[src/rtl/busca_instrucao_if.sv]
// Instruction-memory bus between the fetch stage and instruction memory.
// Single outstanding request; mem_ack completes it in one cycle.
interface busca_instrucao_if;
    localparam int unsigned LARGURA = 32;

    logic               mem_req;
    logic [LARGURA-1:0] mem_endereco;
    logic               mem_ack;
    logic [LARGURA-1:0] mem_dado;

    // Fetch stage side
    modport master (
        output mem_req,
        output mem_endereco,
        input  mem_ack,
        input  mem_dado
    );

    // Memory side
    modport slave (
        input  mem_req,
        input  mem_endereco,
        output mem_ack,
        output mem_dado
    );
endinterface

[src/rtl/busca_instrucao.sv]
// Instruction fetch stage and IF/ID pipeline register.
// Keeps one request in flight, absorbs hazard stalls with a one-entry skid
// buffer and discards in-flight data on taken-branch redirects.
module busca_instrucao #(
    parameter logic [31:0] PC_INICIAL = 32'h0000_0000,
    parameter logic [31:0] NOP        = 32'h0000_0013
) (
    input  logic                     clock,
    input  logic                     reset_n,
    busca_instrucao_if.master        mem,
    input  logic                     Parada,
    input  logic                     DesvioTomado,
    input  logic [31:0]              AlvoDesvio,
    output logic [31:0]              Instrucao,
    output logic [31:0]              PCInstrucao,
    output logic                     InstrucaoValida,
    output logic [6:0]               CodigoDaOperacao
);

    localparam int unsigned LARGURA        = 32;
    localparam int unsigned LARGURA_OPCODE = 7;
    localparam logic [LARGURA-1:0] PASSO   = LARGURA'(4);
    localparam logic [LARGURA-1:0] MASCARA = ~LARGURA'(3);

    typedef enum logic [1:0] {
        REINICIO = 2'd0,
        BUSCA    = 2'd1,
        PARADO   = 2'd2,
        DESCARTE = 2'd3
    } tipoEstado;

    tipoEstado          estado;
    logic [LARGURA-1:0] pc;
    logic [LARGURA-1:0] endReq;
    logic [LARGURA-1:0] buffer;
    logic [LARGURA-1:0] bufferEnd;
    logic               bufferValido;
    logic               memReq;

    logic [LARGURA-1:0] alvo;
    logic [LARGURA-1:0] proximoEnd;

    // Redirect target is always word aligned; sequential address wraps mod 2^32
    assign alvo       = AlvoDesvio & MASCARA;
    assign proximoEnd = endReq + PASSO;

    // Request address is the in-flight address register, so it is stable until ack
    assign mem.mem_req      = memReq;
    assign mem.mem_endereco = endReq;

    // Opcode field feeds the main control decoder directly
    assign CodigoDaOperacao = Instrucao[LARGURA_OPCODE-1:0];

    // Fetch FSM, PC, skid buffer and IF/ID register
    always_ff @(posedge clock) begin
        if (!reset_n) begin
            estado          <= REINICIO;
            pc              <= PC_INICIAL;
            endReq          <= PC_INICIAL;
            buffer          <= NOP;
            bufferEnd       <= '0;
            bufferValido    <= 1'b0;
            memReq          <= 1'b0;
            Instrucao       <= NOP;
            PCInstrucao     <= '0;
            InstrucaoValida <= 1'b0;
        end else begin
            case (estado)
                REINICIO: begin
                    endReq <= pc;
                    memReq <= 1'b1;
                    estado <= BUSCA;
                end

                BUSCA: begin
                    if (DesvioTomado) begin
                        // Redirect wins: flush IF/ID, drop any arriving data
                        Instrucao       <= NOP;
                        InstrucaoValida <= 1'b0;
                        pc              <= alvo;
                        if (mem.mem_ack) begin
                            endReq <= alvo;
                        end else begin
                            // Old request must still complete at its own address
                            estado <= DESCARTE;
                        end
                    end else if (mem.mem_ack) begin
                        if (!Parada || !InstrucaoValida) begin
                            Instrucao       <= mem.mem_dado;
                            PCInstrucao     <= endReq;
                            InstrucaoValida <= 1'b1;
                            pc              <= proximoEnd;
                            endReq          <= proximoEnd;
                        end else begin
                            // IF/ID is occupied and held: park the word in the skid buffer
                            buffer       <= mem.mem_dado;
                            bufferEnd    <= endReq;
                            bufferValido <= 1'b1;
                            pc           <= proximoEnd;
                            memReq       <= 1'b0;
                            estado       <= PARADO;
                        end
                    end else if (!Parada) begin
                        // Memory still busy and decode is consuming: insert a bubble
                        Instrucao       <= NOP;
                        InstrucaoValida <= 1'b0;
                    end
                end

                PARADO: begin
                    if (DesvioTomado) begin
                        Instrucao       <= NOP;
                        InstrucaoValida <= 1'b0;
                        bufferValido    <= 1'b0;
                        pc              <= alvo;
                        endReq          <= alvo;
                        memReq          <= 1'b1;
                        estado          <= BUSCA;
                    end else if (!Parada) begin
                        Instrucao       <= buffer;
                        PCInstrucao     <= bufferEnd;
                        InstrucaoValida <= bufferValido;
                        bufferValido    <= 1'b0;
                        endReq          <= pc;
                        memReq          <= 1'b1;
                        estado          <= BUSCA;
                    end
                end

                DESCARTE: begin
                    // IF/ID stays empty until the redirected stream arrives
                    Instrucao       <= NOP;
                    InstrucaoValida <= 1'b0;
                    if (DesvioTomado) begin
                        pc <= alvo;
                    end
                    if (mem.mem_ack) begin
                        endReq <= DesvioTomado ? alvo : pc;
                        estado <= BUSCA;
                    end
                end

                default: begin
                    memReq <= 1'b0;
                    estado <= REINICIO;
                end
            endcase
        end
    end

endmodule

[src/flat_wrapper.sv]
// flat-port wrapper written by rule: the top's interface ports become plain ports
module busca_instrucao_flat 
#(
    parameter logic [31:0] PC_INICIAL = 32'h0000_0000,
    parameter logic [31:0] NOP        = 32'h0000_0013
)
  (clock, reset_n, Parada, DesvioTomado, AlvoDesvio, Instrucao, PCInstrucao, InstrucaoValida, CodigoDaOperacao, mem_mem_req, mem_mem_endereco, mem_mem_ack, mem_mem_dado);
  busca_instrucao_if mem_i ();
  input  logic clock;
  input  logic reset_n;
  input  logic Parada;
  input  logic DesvioTomado;
  input  logic [31:0] AlvoDesvio;
  output logic [31:0] Instrucao;
  output logic [31:0] PCInstrucao;
  output logic InstrucaoValida;
  output logic [6:0] CodigoDaOperacao;
  output wire logic [$bits(mem_i.mem_req)-1:0] mem_mem_req;
  output wire logic [$bits(mem_i.mem_endereco)-1:0] mem_mem_endereco;
  input wire logic [$bits(mem_i.mem_ack)-1:0] mem_mem_ack;
  input wire logic [$bits(mem_i.mem_dado)-1:0] mem_mem_dado;
  assign mem_mem_req = mem_i.mem_req;
  assign mem_mem_endereco = mem_i.mem_endereco;
  assign mem_i.mem_ack = mem_mem_ack;
  assign mem_i.mem_dado = mem_mem_dado;
  busca_instrucao #(.PC_INICIAL(PC_INICIAL), .NOP(NOP)) u_core (.clock(clock), .reset_n(reset_n), .mem(mem_i), .Parada(Parada), .DesvioTomado(DesvioTomado), .AlvoDesvio(AlvoDesvio), .Instrucao(Instrucao), .PCInstrucao(PCInstrucao), .InstrucaoValida(InstrucaoValida), .CodigoDaOperacao(CodigoDaOperacao));
endmodule
[config.mk]
export PLATFORM = sky130hd
export DESIGN_NAME = busca_instrucao_flat
export DESIGN_NICKNAME = d
export VERILOG_FILES = /design/src/rtl/busca_instrucao_if.sv /design/src/rtl/busca_instrucao.sv /design/src/flat_wrapper.sv
export SDC_FILE = /design/constraint.sdc
export NUM_CORES = 1
export LEC_CHECK = 0
export CAP_MARGIN = 20
export CORE_UTILIZATION = 56
export DETAILED_ROUTE_END_ITERATION = 6
export PLACE_DENSITY_LB_ADDON = 0.05
export SYNTH_ARGS = -nofsm -noshare
export SYNTH_HDL_FRONTEND = slang
export SYNTH_SLANG_ARGS = --single-unit
[constraint.sdc]
create_clock -name clock -period 3.4 [get_ports clock]
set_input_delay 0.85 -clock clock [delete_from_list [all_inputs] [get_ports clock]]
set_output_delay 0.85 -clock clock [all_outputs]
set_load 0.05 [all_outputs]
==> impl_metrics.json <==
{
  "status": "finished, final reports clean",
  "switchingPower_mw": 1.80,
  "path_buf_inv": 1,
  "synth.largest_area_cell": "dfxtp_1",
  "yosys_warnings": 0,
  "pwr-share-comb_pct": 20.2,
  "crit_type": "reg2out",
  "vias": 8665,
  "fin_setup_tns_ps": 0,
  "nFillCells": 1244,
  "via_per_inst": 5.93,
  "worstMarginPinSlew_ps": 1110,
  "switching_share_pct": 30.4,
  "path_cells": "clkdlybuf4s50_1",
  "cts_tree": "yes",
  "drive_gt1_share_pct": 6.81,
  "ys_types": 64,
  "setup_slack_ps": 647,
  "postRouteAntennaNets": 0,
  "dp_slack_ps": 462,
  "synth_edf_count": 0,
  "finClkSkew_ps": 9.55,
  "cts_resized": 0,
  "area_delta_synth_final_pct": 26.7,
  "crit_path_end_kind": "output pin",
  "grt_max_degree": 68,
  "cts_setup_buffers": 0,
  "die_x_um": 128,
  "pwr-share-seq_pct": 43.5,
  "clk_latency_ps": 430,
  "finalMaxSlewViolations": 0,
  "syn_area_per_cell_um2": 7.89,
  "track_usage_pct": 30.9,
  "first_pass_iters": 6,
  "async_reset_ff_share_pct": 0,
  "cts_max_level": 4,
  "path_clk_slew_ps": 70,
  "final-hold-violation-count": 0,
  "drc": 0,
  "clock_path_buffers": 2,
  "postCtsHoldBufs": 0,
  "netlist_area_um2": 8930,
  "crit_family": "buffers and inverters",
  "yosysMostFrequentCell": "nand2_1",
  "seq_area_frac_synth_pct": 44.2,
  "grt_pass1_wl_um": 40200,
  "initialDrtViolationCount": 878,
  "timing.hold.ws_ps": 453,
  "gp_congestion": 0.843,
  "die_h_um": 128,
  "clockPowerShare_pct": 36.3,
  "grt_setup_unrepaired": "no",
  "p_leak_nw": 3.88,
  "postSynthCellCount": 1131,
  "slew_headroom_pct": 25.5,
  "dieArea_um2": 16500,
  "grt_overflow_total": 0,
  "synth_top_cell_area_share_pct": 44.2,
  "stdcell_count": 1460,
  "ir_drop_mv": 0.378,
  "placedCellCount": 1428,
  "io_pins": 174,
  "diodes": 0,
  "setup_viol": 0,
  "p_int_mw": 4.12,
  "antenna_found_initial": 0,
  "hold_path.class": "reg2reg",
  "root_buffer": "clkbuf_16",
  "synth_flop_cell": "dfxtp_1",
  "grt_pass1_vias": 7950,
  "required_ps": 2550,
  "crit_arrival_ps": 1900,
  "ys_ff_latch": 197,
  "max_freq_ghz": 0.363,
  "num_rows": 45,
  "dp_hpwl_um": 15800,
  "synth_area_leaders": "dfxtp_1, nand2_1, a21oi_1",
  "start_util_pct": 58.1,
  "crit_fanout": 8,
  "synth_common_cells": "nand2_1, dfxtp_1, a21oi_1",
  "start_kind": "register",
  "maxCapViolCount": 0,
  "slowest_delay_ps": 890,
  "min_period_ps": 2750,
  "wire_per_inst_um": 17.3,
  "syn_nets": 1201,
  "core_um2": 15400,
  "io_buffers": 171,
  "p_total_mw": 5.93,
  "nets": 1306,
  "wirelength_um": 25200,
  "finalCritPeriodShare_pct": 81.0,
  "slowest_stage": "clkdlybuf4s50_1",
  "clock_sinks": 197,
  "cts_buffers": 17,
  "p_per_area_nw_per_um2": 524
}
flip-flops by register name, summed over array words and instances (netlist names):
register / cells
u_core.buffer: 32
u_core.mem.mem_endereco: 32
u_core.PCInstrucao: 32
u_core.Instrucao: 32
u_core.bufferEnd: 32
u_core.pc: 32
u_core.estado: 2
u_core.bufferValido: 1
u_core.InstrucaoValida: 1
u_core.mem.mem_req: 1
layout make-up:
cell class | count | area [um2] | share of cell area, %
Clock buffer | 19 | 443 | 3.92
Inverter | 12 | 47.5 | 0.420
Timing Repair Buffer | 199 | 1970 | 17.4
Tap cell | 211 | 264 | 2.33
Sequential cell | 197 | 3940 | 34.9
Clock inverter | 13 | 181 | 1.60
Multi-Input combinational cell | 809 | 4460 | 39.5
worst paths after layout:
kind	to	start	cells after the start	slack (ps)
worst max-delay path	mem_mem_endereco[18]	u_core.mem.mem_endereco[18]	1	650
worst min-delay path	u_core.buffer[9]	u_core.buffer[9]	2	450
worst max register to register	u_core.mem.mem_endereco[31]	u_core.mem.mem_endereco[18]	6	930
worst min register to register	u_core.buffer[9]	u_core.buffer[9]	2	450
worst min-delay path, delay by kind of cell (launching register included):
family	cells	cell delay [ps]
flops	1	310
simple gates	1	50
compound gates	1	50
cell families after synthesis:
kind of cell	Yosys count	share of synthesized area [%]
flops	197	44.2
compound gates	323	24.1
simple gates	454	22.3
buf+inv	125	6.17
xor+xnor	25	2.45
fa+ha+maj	1	0.140
mux	6	0.673
layer usage:
metal	vias up	global-route usage (%)	part of all wire, %
met5	-	0	0
met4	0	11.8	2.5
met3	51	5.43	6.5
met2	362	51.1	48
met1	4057	40.3	43
li1	4195	-	-
power by group through the flow:
stage	Combinational, mW	Clock, mW	Sequential, mW
2_1_floorplan	0.483	0	2.90
3_3_place_gp	1.17	0	2.62
3_5_place_dp	1.18	0	2.63
4_1_cts	1.19	2.16	2.58
5_1_grt	1.27	2.26	2.59
6_report	1.20	2.15	2.58
stage by stage:
step	instance area (um2)	utilization (%)
2_1_floorplan	8930	-
3_3_place_gp	10700	69.5
3_5_place_dp	10700	69.5
4_1_cts	11300	73.6
5_1_grt	11300	73.6
6_report	11300	73.6
placed cells by master, fill, tap and decap left out, types with 5 or more instances in the layout:
cell and n:
nand2b_1 7, a221oi_1 5, a21oi_1 100, dfxtp_1 197, nor2_1 92, nor2b_1 8
o21ai_0 42, o211ai_1 11, and3_1 13, clkbuf_16 17, mux2i_1 6, nor3_1 14
a311oi_1 30, nand3b_1 8, o22a_1 5, xnor2_1 11, xor2_1 14, a211oi_1 37
clkdlybuf4s50_1 170, nand4_1 5, a22oi_1 30, o22ai_1 10, inv_1 11, nor4_1 6
nand3_1 31, o221ai_1 12, buf_4 24, a31oi_1 10, nand2_1 246
Power figures use the tool's default switching activity.
